===== src/rtl/keypad_pkg.sv =====
// Shared types and constants for the 4x4 hex keypad scanner.
// State encoding, idle row pattern, code/entry widths and two small decode helpers.
package keypad_pkg;

   localparam int unsigned CODE_W  = 4;
   localparam int unsigned ENTRY_W = 16;

   // Rows are active-low; all high means no key in the driven column.
   localparam logic [3:0] ROWS_IDLE = 4'b1111;

   typedef enum logic [1:0] {
      SCAN     = 2'd0,
      DEBOUNCE = 2'd1,
      HELD     = 2'd2
   } state_t;

   // Lowest-numbered low row wins when several keys share a column.
   function automatic logic [1:0] lowest_low_row(input logic [3:0] r);
      logic [1:0] idx;
      if (!r[0]) begin
         idx = 2'd0;
      end else if (!r[1]) begin
         idx = 2'd1;
      end else if (!r[2]) begin
         idx = 2'd2;
      end else begin
         idx = 2'd3;
      end
      return idx;
   endfunction

   // One-hot-low column drive for a column index.
   function automatic logic [3:0] col_drive(input logic [1:0] idx);
      return ~(4'b0001 << idx);
   endfunction

endpackage


===== src/rtl/keypad_tick_gen.sv =====
// Free-running prescaler: counts 0..SCAN_DIV-1 and raises tick for the single
// cycle where the count sits at its terminal value. Synchronous active-high reset.
// Also suitable for pacing a seven-segment display refresh.
module keypad_tick_gen #(
   parameter int unsigned SCAN_DIV = 100000
) (
   input  logic clock,
   input  logic reset,
   output logic tick
);

   localparam int unsigned CNT_W = (SCAN_DIV > 1) ? $clog2(SCAN_DIV) : 1;
   localparam logic [CNT_W-1:0] CNT_LAST = CNT_W'(SCAN_DIV - 1);

   logic [CNT_W-1:0] count;

   // Prescaler counter, wraps at the terminal value.
   always_ff @(posedge clock) begin
      if (reset) begin
         count <= '0;
      end else if (count == CNT_LAST) begin
         count <= '0;
      end else begin
         count <= count + 1'b1;
      end
   end

   assign tick = (count == CNT_LAST);

endmodule


===== src/rtl/hex_keypad_scanner.sv =====
// 4x4 hex keypad scanner. Drives columns one-hot-low, debounces presses and
// releases over DEBOUNCE_TICKS scan ticks, and shifts each accepted key code
// into a 16-bit entry register (newest digit in the low nibble).
// Optional build macro KEYPAD_AUTOREPEAT_EN: while a key stays held, a repeat
// accept is emitted every REPEAT_TICKS ticks.
module hex_keypad_scanner
   import keypad_pkg::*;
#(
   parameter int unsigned SCAN_DIV       = 100000,
   parameter int unsigned DEBOUNCE_TICKS = 8,
   parameter int unsigned REPEAT_TICKS   = 400
) (
   input  logic                 clock,
   input  logic                 reset,
   input  logic [3:0]           rows,
   input  logic                 clear,
   output logic [3:0]           cols,
   output logic                 key_valid,
   output logic [CODE_W-1:0]    key_code,
   output logic                 key_held,
   output logic [ENTRY_W-1:0]   number
);

   if (SCAN_DIV < 4 || DEBOUNCE_TICKS < 1 || REPEAT_TICKS < 1) begin : g_bad_params
      $error("hex_keypad_scanner: illegal parameter value");
   end

   // Counters reach DEBOUNCE_TICKS at most; a tick that finds the count at
   // DEB_LAST is the one that completes the debounce window.
   localparam int unsigned DEB_W = $clog2(DEBOUNCE_TICKS + 1);
   localparam logic [DEB_W-1:0] DEB_LAST = DEB_W'(DEBOUNCE_TICKS - 1);

`ifdef KEYPAD_AUTOREPEAT_EN
   localparam int unsigned REP_W = $clog2(REPEAT_TICKS + 1);
   localparam logic [REP_W-1:0] REP_LAST = REP_W'(REPEAT_TICKS - 1);
   logic [REP_W-1:0] rep_cnt;
`endif

   logic [3:0]        rows_meta;
   logic [3:0]        rs;
   logic              tick;
   state_t            state;
   logic [1:0]        col_idx;
   logic [1:0]        row_idx;
   logic [DEB_W-1:0]  deb_cnt;
   logic [DEB_W-1:0]  rel_cnt;

   logic              row_hit;
   logic [1:0]        low_row;
   logic              same_row;
   logic              accept_now;
   logic              repeat_now;
   logic              emit;
   logic [CODE_W-1:0] cur_code;

   keypad_tick_gen #(
      .SCAN_DIV (SCAN_DIV)
   ) u_tick_gen (
      .clock (clock),
      .reset (reset),
      .tick  (tick)
   );

   // Two-flop synchronizer for the asynchronous row lines.
   always_ff @(posedge clock) begin
      if (reset) begin
         rows_meta <= ROWS_IDLE;
         rs        <= ROWS_IDLE;
      end else begin
         rows_meta <= rows;
         rs        <= rows_meta;
      end
   end

   assign row_hit  = (rs != ROWS_IDLE);
   assign low_row  = lowest_low_row(rs);
   assign same_row = row_hit && (low_row == row_idx);
   assign cur_code = {row_idx, col_idx};

   // A press completes its debounce window on this tick.
   assign accept_now = tick && (state == DEBOUNCE) && same_row && (deb_cnt >= DEB_LAST);

`ifdef KEYPAD_AUTOREPEAT_EN
   assign repeat_now = tick && (state == HELD) && row_hit && (rep_cnt >= REP_LAST);
`else
   assign repeat_now = 1'b0;
`endif

   assign emit = accept_now | repeat_now;

   // Scan/debounce/hold state machine with registered column drive and key_held.
   always_ff @(posedge clock) begin
      if (reset) begin
         state    <= SCAN;
         col_idx  <= 2'd0;
         cols     <= 4'b1110;
         row_idx  <= 2'd0;
         deb_cnt  <= '0;
         rel_cnt  <= '0;
         key_held <= 1'b0;
`ifdef KEYPAD_AUTOREPEAT_EN
         rep_cnt  <= '0;
`endif
      end else if (tick) begin
         case (state)
            SCAN: begin
               if (row_hit) begin
                  // Lock on this column; col_idx stays put while debouncing.
                  row_idx <= low_row;
                  deb_cnt <= DEB_W'(1);
                  state   <= DEBOUNCE;
               end else begin
                  col_idx <= col_idx + 2'd1;
                  cols    <= col_drive(col_idx + 2'd1);
               end
            end

            DEBOUNCE: begin
               if (same_row) begin
                  deb_cnt <= deb_cnt + 1'b1;
                  if (deb_cnt >= DEB_LAST) begin
                     state    <= HELD;
                     key_held <= 1'b1;
                     rel_cnt  <= '0;
`ifdef KEYPAD_AUTOREPEAT_EN
                     rep_cnt  <= '0;
`endif
                  end
               end else begin
                  // Bounce or different row: drop the candidate silently.
                  deb_cnt <= '0;
                  state   <= SCAN;
                  col_idx <= col_idx + 2'd1;
                  cols    <= col_drive(col_idx + 2'd1);
               end
            end

            HELD: begin
               if (!row_hit) begin
`ifdef KEYPAD_AUTOREPEAT_EN
                  rep_cnt <= '0;
`endif
                  if (rel_cnt >= DEB_LAST) begin
                     rel_cnt  <= '0;
                     deb_cnt  <= '0;
                     key_held <= 1'b0;
                     state    <= SCAN;
                     col_idx  <= col_idx + 2'd1;
                     cols     <= col_drive(col_idx + 2'd1);
                  end else begin
                     rel_cnt <= rel_cnt + 1'b1;
                  end
               end else begin
                  rel_cnt <= '0;
`ifdef KEYPAD_AUTOREPEAT_EN
                  if (rep_cnt >= REP_LAST) begin
                     rep_cnt <= '0;
                  end else begin
                     rep_cnt <= rep_cnt + 1'b1;
                  end
`endif
               end
            end

            default: begin
               state    <= SCAN;
               col_idx  <= 2'd0;
               cols     <= 4'b1110;
               key_held <= 1'b0;
            end
         endcase
      end
   end

   // Accept pulse, last code and entry shift register; an accept on the same
   // edge as clear keeps only the new digit.
   always_ff @(posedge clock) begin
      if (reset) begin
         key_valid <= 1'b0;
         key_code  <= '0;
         number    <= '0;
      end else begin
         key_valid <= emit;
         if (emit) begin
            key_code <= cur_code;
            if (clear) begin
               number <= {{(ENTRY_W - CODE_W){1'b0}}, cur_code};
            end else begin
               number <= {number[ENTRY_W-CODE_W-1:0], cur_code};
            end
         end else if (clear) begin
            number <= '0;
         end
      end
   end

endmodule


===== config.mk =====
export PLATFORM = sky130hd
export DESIGN_NAME = hex_keypad_scanner
export DESIGN_NICKNAME = d
export VERILOG_FILES = /design/src/rtl/keypad_pkg.sv /design/src/rtl/keypad_tick_gen.sv /design/src/rtl/hex_keypad_scanner.sv
export SDC_FILE = /design/constraint.sdc
export NUM_CORES = 1
export LEC_CHECK = 0
export ABC_AREA = 1
export CAP_MARGIN = 15
export CORE_MARGIN = 2
export CORE_UTILIZATION = 56
export DETAILED_ROUTE_END_ITERATION = 8
export GPL_ROUTABILITY_DRIVEN = 0
export PLACE_DENSITY_LB_ADDON = 0.15
export RECOVER_POWER = 50
export SLEW_MARGIN = 20
export SYNTH_ARGS = -nofsm -noshare
export SYNTH_HDL_FRONTEND = slang
export SYNTH_SLANG_ARGS = --single-unit
export TNS_END_PERCENT = 1

===== constraint.sdc =====
create_clock -name clock -period 1.9 [get_ports clock]
set_input_delay 0.19 -clock clock [delete_from_list [all_inputs] [get_ports clock]]
set_output_delay 0.19 -clock clock [all_outputs]
set_load 0.02 [all_outputs]

==> impl_metrics.ini, run 1 <==
[die]
rows = 27
die_h_um = 78.80
ios = 33
core_area_um2 = 5439
dieArea_um2 = 6209
initial_core_util_pct = 57.60
fp.dieW_um = 78.80

[sta]
relSlewSlack_pct = 70.39
min_period_ns = 1.750
setup_slack_ns = 0.1502
timing.fmax_mhz = 571.5
grt_setup_unrepaired = yes
skew_ns = 0.01261
report.final.hold_viol_count = 0
final-setup-viol-count = 0
worst_pin_slew_ns = 0.4412
post-route-period-util_pct = 92.09
slew_violations = 0

[global_route]
antenna_found_initial = 0
grt_pass1_wl_um = 10850
grt_pass1_vias = 2548
grt_max_degree = 26
grt_overflow = 0
grt_use_total_pct = 21.88

[placement]
dpl-instance-area_um2 = 3563
hpwl_um = 4647
pre_cts_slack_ns = 0.1663
port_buffers = 32

[logic_synthesis]
synthMuxAreaShare_pct = 0
syn-instance-count = 430
syn_area_um2 = 3133
yosysUniqueCellTypes = 29
synth_top_family_by_area = simple AND/OR/NAND/NOR gates
synthXorXnorAreaFrac_pct = 0.8387
synth_area_per_cell_um2 = 7.286
synth_warnings = 0
synth_fp_nets = 448
yosysSeqAreaShare_pct = 41.53
yosys_register_bits = 65
synthSimpleGateAreaFrac_pct = 37.38
synth_fa_ha_area_share_pct = 4.393
synth_compound_area_share_pct = 8.187

[final_layout]
final_common_cell = nand2_1
syn_to_final_growth_pct = 20.49
nets = 489
multi_input_area_um2 = 1597
seqCellArea_um2 = 1301
fill_cells = 472
layout-drive-gt1-share_pct = 13.66
antenna_cells = 0
most-common-layout-cells = nand2_1 (92), dfxtp_1 (65), nor2_1 (51), inv_1 (47), nand3_1 (33)
stdcell_area_um2 = 3775
post-route-util_pct = 69.40

[outcome]
status = completed

[worst_setup_path]
crit_path_start_kind = flip-flop
r2r-start = u_tick_gen.count[0]
cp.arrival_ns = 2.02
critPathRequiredTime_ns = 2.17
setup.worst_path.start = u_tick_gen.count[0]
critical_path_class = flip-flop to flip-flop
rr_worst_depth = 9
r2r_setup_slack_ns = 0.15
crit_path_end_kind = flip-flop
worst-path-max-fanout = 10

[route]
routedWlPerCell_um = 11.49
vias_per_cell = 5.035
first_pass_iters = 4
drt-total-wl_um = 6297
dr_total_vias = 2759
drtAntennaViolNets = 0
drt_iter0_markers = 158
drcViolationCount = 0

[cts]
cts_root_buffer = clkbuf_8
cts_buffer_depth = 2
cts_sinks = 65
clock_latency_ns = 0.34
htree_levels = 3
post-cts-setup-buffers = 0
cts_buffers = 9
cts_tree = yes
holdBufCountCts = 0
path_clk_slew_ns = 0.07

[power]
worst_ir_drop_vdd_v = 0.0006498
finalPower_mw = 2.703
power.leakage_nw = 1.583
power_density_nw_per_um2 = 716.1

[job]
maxCapViolations = 0

[hold_path]
hold_class = input port to flip-flop
holdPathStages = 2
holdCritStartpoint = rows[3]
==> area by class of cell <==
cell class / count / area share (%)
Multi-Input combinational cell: 304 / 42.29
Timing Repair Buffer: 39 / 10.21
Tap cell: 72 / 2.386
Clock buffer: 13 / 4.209
Clock inverter: 3 / 1.260
Sequential cell: 65 / 34.47
Inverter: 52 / 5.171
==> path summary, 6_finish.rpt <==
path,to
setup reg to reg,number[0]
setup / recovery,number[0]
hold reg to reg,rs[0]
hold / removal,rows_meta[3]
==> per-stage QoR <==
step                hold WS (ns)  setup TNS, ns  cells
floorplan                 0.2938              0    430
global placement          0.3905              0    532
detailed placement        0.3982              0    532
CTS                       0.3923              0    548
global route              0.4145      -0.009862    548
finish                    0.4037              0    548
==> cells in the mapped netlist <==
library cell	n	area, µm²
nand2_1	92	345.3
dfxtp_1	65	1301
nor2_1	51	191.4
inv_1	47	176.4
nand3_1	33	165.2
a21oi_1	32	160.2
o21ai_0	13	65.06
ha_1	11	137.6
or2_2	11	68.82
nand4_1	10	62.56
nor2_2	8	50.05
nand2_2	7	43.79
nor3_1	7	35.03
nand3b_1	6	45.04
inv_2	5	18.77
nand3_2	5	50.05
o21ai_1	5	25.02
clkbuf_1	4	15.01
buf_2	3	15.01
xor2_1	3	26.28
nor2_4	2	22.52
nor3_2	2	20.02
nor3_4	2	32.53
a31oi_1	1	6.260
buf_1	1	3.750
buf_6	1	11.26
nand2_4	1	11.26
nor2_8	1	20.02
nor3b_1	1	7.510
==> flip-flops by register name (all words and copies together), names as in the netlist <==
register / cells
key_valid: 1
cols: 4
row_idx: 2
key_held: 1
key_code: 4
rs: 4
rows_meta: 4
u_tick_gen.count: 17
state: 2
rel_cnt: 4
col_idx: 2
deb_cnt: 4
number: 16
==> timing repair <==
item	4_1_cts	5_1_grt
setup endpoints to repair	0	2
hold endpoints to repair	0	0
gates resized for setup	0	1
==> power by group <==
part	internal (mW)	leakage (nW)	switching, mW
sequential	1.37	0.526	0.00581
clock	0.686	0.104	0.535
combinational	0.0392	0.953	0.0617
==> metal layers <==
metal  vias to the layer above  GRT usage (%)  share of wire [%]
li1                       1464              -                  -
met1                      1238          27.54                 48
met2                        47          35.47                 47
met3                        10          4.318                3.4
met4                         0          11.40                1.7
met5                         -              0                  0
==> cell families (layout without fill, tap and decap cells) <==
group / count (synthesis) / count (layout)
buffers and inverters: 61 / 107
adder cells (fa/ha/maj): 11 / 11
XOR/XNOR: 3 / 3
AO/OA/AOI/OAI: 51 / 51
AND/OR/NAND/NOR: 239 / 239
flip-flops: 65 / 65
==> critical path, stage by stage, from the launching register on <==
cell	delay [ns]
dfxtp_1	0.35
ha_1	0.17
nand2_1	0.10
nor2_4	0.15
nand3_2	0.15
nor2_2	0.20
nand2_2	0.11
nor2_8	0.19
nand2_1	0.12
a21oi_1	0.15
No activity file was read; power rests on OpenSTA's default activity.
==> run 2, diff against run 1 <==
CORE_ASPECT_RATIO = 2   (was unset)
==> run 2 against run 1 <==
Compared with the run above:
- flip-flop and latch count did not move
- combinational power barely moved
- total power is 2.1% lower
- clock-buffer cell count shrank 1
- cell count is 2.0% lower
- core utilization down 0.27 points
- register-to-register slack better by 0.02 ns
- sequential power is essentially flat
==> impl_metrics.ini, run 2 (synthesis results as in run 1) <==
[worst_setup_path]
crit_path_end_kind = flip-flop
rr_worst_depth = 9
cp.arrival_ns = 1.99
critPathRequiredTime_ns = 2.16
cpMostUsedCell = nand2_1
setup.worst_path.start = u_tick_gen.count[0]
worstPathCellList = ha_1 > nand2_1 > nor2_4 > nand3_2 > nor2_2 > nand2_2 > nor2_8 > nand2_1 > a21oi_1
crit_path_start_kind = flip-flop
r2r_setup_slack_ns = 0.17
worst-path-max-fanout = 10
crit_path_end = number[3]
r2r-start = u_tick_gen.count[0]
critical_path_class = flip-flop to flip-flop
max_stage_delay_ns = 0.36
cp_slowest_cell = dfxtp_1
reg2reg_to = number[3]

[sta]
slew_violations = 0
report.final.hold_viol_count = 0
timing.hold.ws_ns = 0.3983
min_period_ns = 1.726
timing.fmax_mhz = 579.4
post-route-period-util_pct = 90.84
skew_ns = 0.005155
relSlewSlack_pct = 22.17
grt_setup_unrepaired = no
fin_setup_tns_ns = 0
final-setup-viol-count = 0
worst_pin_slew_ns = 1.167

[cts]
clock_latency_ns = 0.35
holdBufCountCts = 0
htree_levels = 3
cts_root_buffer = clkbuf_8
path_clk_slew_ns = 0.06
cts_tree = yes
cts_buffers = 9
post_cts_resized = 0
cts_sinks = 65
cts_buffer_depth = 2
post-cts-setup-buffers = 0

[final_layout]
antenna_cells = 0
reg_top3 = u_tick_gen.count (17), number (16)
largest_register_ffs = 17
post-route-util_pct = 69.14
seqCellArea_um2 = 1301
most-common-layout-cells = nand2_1 (93), dfxtp_1 (65), nor2_1 (50), inv_1 (47), nand3_1 (33)
final_common_cell = nand2_1
top_register = u_tick_gen.count
nets = 491
multi_input_area_um2 = 1597
fill_cells = 481
instances_no_fill = 537
syn_to_final_growth_pct = 19.61
layout-drive-gt1-share_pct = 14.05

[placement]
hpwl_um = 5053
dpl.cell_count = 522
port_buffers = 32

[global_route]
grt_pass1_vias = 2705
antenna_found_initial = 0
grt_overflow = 0
grt_use_total_pct = 23.33
grt_pass1_wl_um = 11290
grt_max_degree = 30

[die]
fp.dieW_um = 56.89
initial_core_util_pct = 57.80
rows = 38
core_area_um2 = 5420
die_h_um = 109.8
dieArea_um2 = 6245
ios = 33

[power]
finalPower_mw = 2.648
combPwrFrac_pct = 3.8
p_int_mw = 2.081
power_frac_seq_pct = 52.2
clkPwrFrac_pct = 44.0
power.leakage_nw = 1.609
netSwitchingPower_mw = 0.5667
power_density_nw_per_um2 = 706.5
switching_share_pct = 21.40
worst_ir_drop_vdd_v = 0.0005958

[route]
dr_total_vias = 2835
drt-total-wl_um = 6604
first_pass_iters = 4
drtAntennaViolNets = 0
drt_iter0_markers = 109
routedWlPerCell_um = 12.30
drcViolationCount = 0
vias_per_cell = 5.279

[hold_path]
hold_class = input port to flip-flop

[outcome]
status = completed

[job]
maxCapViolations = 0
[run 2: cell type report]
cell class / instances / area share [%]
clock inverters: 3 / 1.068
clock buffers: 12 / 4.140
repair buffers: 41 / 10.25
well taps: 60 / 2.003
inverters: 52 / 5.209
flip-flops and latches: 65 / 34.72
multi-input cells: 304 / 42.60
[run 2: worst min path at each step]
stage / from / end / slack [ns] / cells after the start
after detailed placement: rows_meta[3] / rs[3] / 0.40 / 1
after CTS: rows[3] / rows_meta[3] / 0.39 / 2
after floorplan: rows[0] / rows_meta[0] / 0.29 / 1
after global routing: rows[2] / rows_meta[2] / 0.39 / 2
final: rows[2] / rows_meta[2] / 0.40 / 2
after global placement: rows_meta[0] / rs[0] / 0.39 / 1
[run 2: metal layers]
metal	GRT usage (%)	routed length (µm)	part of all wire [%]	up-vias
met5	0	0	0	-
met4	12.29	283	4.3	0
met3	7.294	269	4.1	21
met2	44.33	3598	54	62
met1	21.33	2452	37	1287
li1	-	-	-	1465
[run 2: power by group through the flow]
| stage | registers, mW | logic (mW) | clock network (mW) |
|---|---|---|---|
| after detailed placement | 1.41 | 0.102 | 0 |
| after global placement | 1.41 | 0.102 | 0 |
| after CTS | 1.38 | 0.103 | 1.19 |
| after floorplan | 1.41 | 0.0640 | 0 |
| final | 1.38 | 0.101 | 1.16 |
| after global routing | 1.38 | 0.113 | 1.24 |
[run 2: worst max-delay path, delay by kind of cell (launching register included)]
kind | cells | cell delay (ns)
AND/OR/NAND/NOR | 7 | 0.94
flip-flops | 1 | 0.36
adder cells (fa/ha/maj) | 1 | 0.18
AO/OA/AOI/OAI | 1 | 0.15
[run 2: stage by stage]
stage                     cell area, µm²  worst slack (ns)
final                               3747            0.1741
after global routing                3747           0.01037
after CTS                           3746            0.1542
after detailed placement            3551            0.1532
after global placement              3551            0.1998
after floorplan                     3133            0.3398
==> run 3, diff against run 2 <==
CORE_UTILIZATION = 63   (was 56)
DONT_BUFFER_PORTS = 1   (was unset)
==> run 3 against run 2 <==
Compared with the run above:
- wire length up 10%
- total power shrank 0.85%
- worst setup slack got worse by 0.028 ns
- global-route usage grew 5.6 points
- clock-buffer cell count grew 2
- clock skew is 0.0011 ns higher
- maximum frequency shrank 1.6%
- hold slack worse by 0.37 ns
- critical path depth unchanged
- cell area decreased by 6.2%
- largest power group unchanged
==> impl_metrics.ini, run 3 (synthesis results as in run 1) <==
[outcome]
status = completed

[cts]
clock_latency_ns = 0.35
cts_tree = yes
cts_sinks = 65
path_clk_slew_ns = 0.07
post-cts-setup-buffers = 0
cts_buffer_depth = 2
cts_buffers = 9
cts_root_buffer = clkbuf_8
htree_levels = 3

[sta]
grt_setup_unrepaired = yes
slew_violations = 0
timing.fmax_mhz = 570.1
post-route-period-util_pct = 92.32
worst_pin_slew_ns = 1.007
relSlewSlack_pct = 32.65
fin_setup_tns_ns = 0
final-setup-viol-count = 0
skew_ns = 0.006288
min_period_ns = 1.754
report.final.hold_viol_count = 0

[route]
routedWlPerCell_um = 14.30
first_pass_iters = 4
vias_per_cell = 5.573
drt-total-wl_um = 7262
drt_iter0_markers = 70
dr_total_vias = 2831
drtAntennaViolNets = 0
drcViolationCount = 0

[final_layout]
top_register = u_tick_gen.count
final_common_cell = nand2_1
reg_top3 = u_tick_gen.count (17), number (16)
layout-drive-gt1-share_pct = 15.52
largest_register_ffs = 17
antenna_cells = 0
instances_no_fill = 508
syn_to_final_growth_pct = 12.18
most-common-layout-cells = nand2_1 (92), dfxtp_1 (65), nor2_1 (51), inv_1 (47), nand3_1 (33)
nets = 465

[global_route]
grt_overflow = 0
antenna_found_initial = 0
grt_use_total_pct = 28.88
grt_pass1_vias = 2806
grt_max_degree = 30
grt_pass1_wl_um = 11800

[worst_setup_path]
cp.arrival_ns = 2.02
crit_path_start_kind = flip-flop
critical_path_class = flip-flop to flip-flop
crit_path_end_kind = flip-flop
worst-path-max-fanout = 6
critPathRequiredTime_ns = 2.17

[die]
fp.dieW_um = 53.87
die_h_um = 103.7
rows = 36
initial_core_util_pct = 65.01
core_area_um2 = 4820
ios = 33
dieArea_um2 = 5587

[placement]
hpwl_um = 5214
port_buffers = 0
dpl.cell_count = 487

[job]
maxCapViolations = 0

[power]
power.leakage_nw = 1.461
finalPower_mw = 2.625
power_density_nw_per_um2 = 746.9
worst_ir_drop_vdd_v = 0.0007968

[hold_path]
hold_class = input port to flip-flop
[run 3: area by class of cell]
class,instances,area [µm²]
fill,380,1305
clock inverter,1,7.507
timing repair buffer,14,117.6
multi-input combinational,305,1629
tap,57,71.32
inverter,52,195.2
clock buffer,14,192.7
sequential,65,1301
[run 3: power breakdown]
part	internal (mW)	leakage, nW	total, mW	switching [mW]
logic	0.0334	0.834	0.0940	0.0606
clock network	0.645	0.101	1.15	0.504
registers	1.38	0.526	1.38	0.00636
total	2.05	1.46	2.63	0.571
[run 3: through the flow]
stage	utilization [%]	cell area, µm²	setup slack (ns)	hold WS (ns)
finish	72.92	3515	0.1460	0.02722
global route	72.92	3515	-0.01294	0.04280
CTS	72.14	3477	0.1132	0.01379
detailed placement	66.95	3227	0.1739	0.2636
global placement	66.95	3227	0.2399	0.2615
floorplan	-	3133	0.3398	0.2938
[run 3: repair_timing]
action | 4_1_cts | 5_1_grt
setup endpoints to repair | 0 | 9
gates resized for setup | 0 | 5
hold buffers | 5 | 0
endpoints found under the hold margin | 29 | 0
[run 3: path summary, 6_finish.rpt]
check                                          start         end  slack [ns]  cells after the start
worst max-delay path            u_tick_gen.count[12]   number[1]        0.15                      9
worst min-delay path                           clear  number[10]        0.03                      3
worst max register to register  u_tick_gen.count[12]   number[1]        0.15                      9
worst min register to register          rows_meta[3]       rs[3]        0.41                      1
[run 3: worst max-delay path, cell delays in order, from the launching register on]
cell and delay [ns]:
dfxtp_1 0.38, inv_1 0.11, nand2_1 0.06, nor2_1 0.26, nand3_4 0.16, nor2_4 0.16, nand2_4 0.10, nor2_8 0.16
nand2_1 0.12, a21oi_1 0.17
[run 3: per-layer routing]
| layer | part of all wire (%) | wire, µm | global-route usage, % | vias to the layer above |
|---|---|---|---|---|
| met1 | 34 | 2477 | 24.44 | 1326 |
| met3 | 4.0 | 288 | 8.213 | 28 |
| met5 | 0 | 0 | 0 | - |
| met4 | 4.4 | 323 | 16.85 | 0 |
| li1 | - | - | - | 1411 |
| met2 | 57 | 4173 | 53.48 | 66 |
==> RTL change: new RTL, flow settings as in run 1 <==
Add a define of `KEYPAD_AUTOREPEAT_EN`.
--- a/src/rtl/hex_keypad_scanner.sv
+++ b/src/rtl/hex_keypad_scanner.sv
@@ -5,2 +5,4 @@
 // accept is emitted every REPEAT_TICKS ticks.
+`define KEYPAD_AUTOREPEAT_EN
+
 module hex_keypad_scanner
Function: same outputs for any inputs over 10 cycles, from zero or initial values and one cycle with reset high; that may be too few to reach the edited logic, so the function may still have changed.
==> RTL change against run 1 <==
Total power grew 9.4%; first-iteration DRC count grew 44%; final area rose by 15%; highest routed layer unchanged; critical endpoint is now number[8]; synthesized cell count grew 16%; worst setup slack gained 10 ps; routed wire length is 19% higher; sequential cell count is 9 higher; sequential power is 14% higher; non-clock buffer count up 3; synthesized area rose by 15%.
==> RTL change: results (changes against run 1) <==
| Metric | Value |
|---|---|
| Clock buffers | `12 (-1)` |
| Met2 wire len | `3540 um (+19%)` |
| Wire length per cell | `12.0 um (+4.4%)` |
| First-pass GRT wire length | `13000 um (+20%)` |
| Dpl hpwl | `5500 um (+18%)` |
| Reg2reg path depth | `11 (+2)` |
| Worst vdd ir | `0.460 mV (-29%)` |
| Outcome | `finished clean` |
| Sequential cell area share | `34.2% (-0.25 points)` |
| Via count | `3234 (+17%)` |
| Sequential cell count | `74 (+14%)` |
| Fraction of area in multi-input gates | `43.5% (+1.2 points)` |
| Total GRT Usage | `22.2% (+0.29 points)` |
| Final #Nets | `564 (+15%)` |
| Layout cell share with drive strength beyond 1 | `14.2% (+0.53 points)` |
| Non-clk buf share | `8.98% (-1.2 points)` |
| Total power | `2960 uW (+9.4%)` |
| Top post-synthesis cells by area | `dfxtp_1, nand2_1, nor2_1, inv_1, a21oi_1` |
| Leakage | `0.00181 uW (+14%)` |
| Non-Filler Instances | `627 (+14%)` |
| Clk cell area share | `4.94% (-0.53 points)` |
| WL met3 | `286 um (+35%)` |
| Post-synthesis sequential area ratio | `41.1% (-0.44 points)` |
| Filler instances | `532 (+13%)` |
| Initial DRT Pass Iterations | `5 (+1)` |
| Registers with the most flip-flops | `u_tick_gen.count: 17 flops, number: 16 flops, rep_cnt: 9 flops` |
-- RTL change: worst max-delay path by stage --
stage / endpoint / start / cells after the start
floorplan: number[4] / state[0] / 10
global placement: cols[0] / state[0] / 10
detailed placement: number[8] / state[0] / 10
CTS: number[8] / state[0] / 10
global route: rel_cnt[2] / u_tick_gen.count[0] / 10
finish: number[8] / rep_cnt[1] / 11
-- RTL change: metrics by stage --
step                util (%)  worst slack [ps]
floorplan                  -               309
finish                  69.0               161
detailed placement      64.2              17.8
global placement        64.2              71.5
global route            69.0             -4.23
CTS                     67.6              4.77
-- RTL change: power groups by stage --
stage                     clock network [uW]  logic [uW]  registers, uW
after floorplan                            0        71.0           1600
after global placement                     0         106           1600
after detailed placement                   0         107           1610
after CTS                               1300         108           1570
after global routing                    1360         122           1570
final                                   1280         110           1570
-- RTL change: logic make-up after synthesis --
logic type | synth area share (%)
and+or+nand+nor | 35.3
xor gates and xnor gates | 0.972
buffers and inverters | 8.50
adders and majority gates | 4.17
AOI/OAI and AO/OA | 9.96
DFF | 41.1
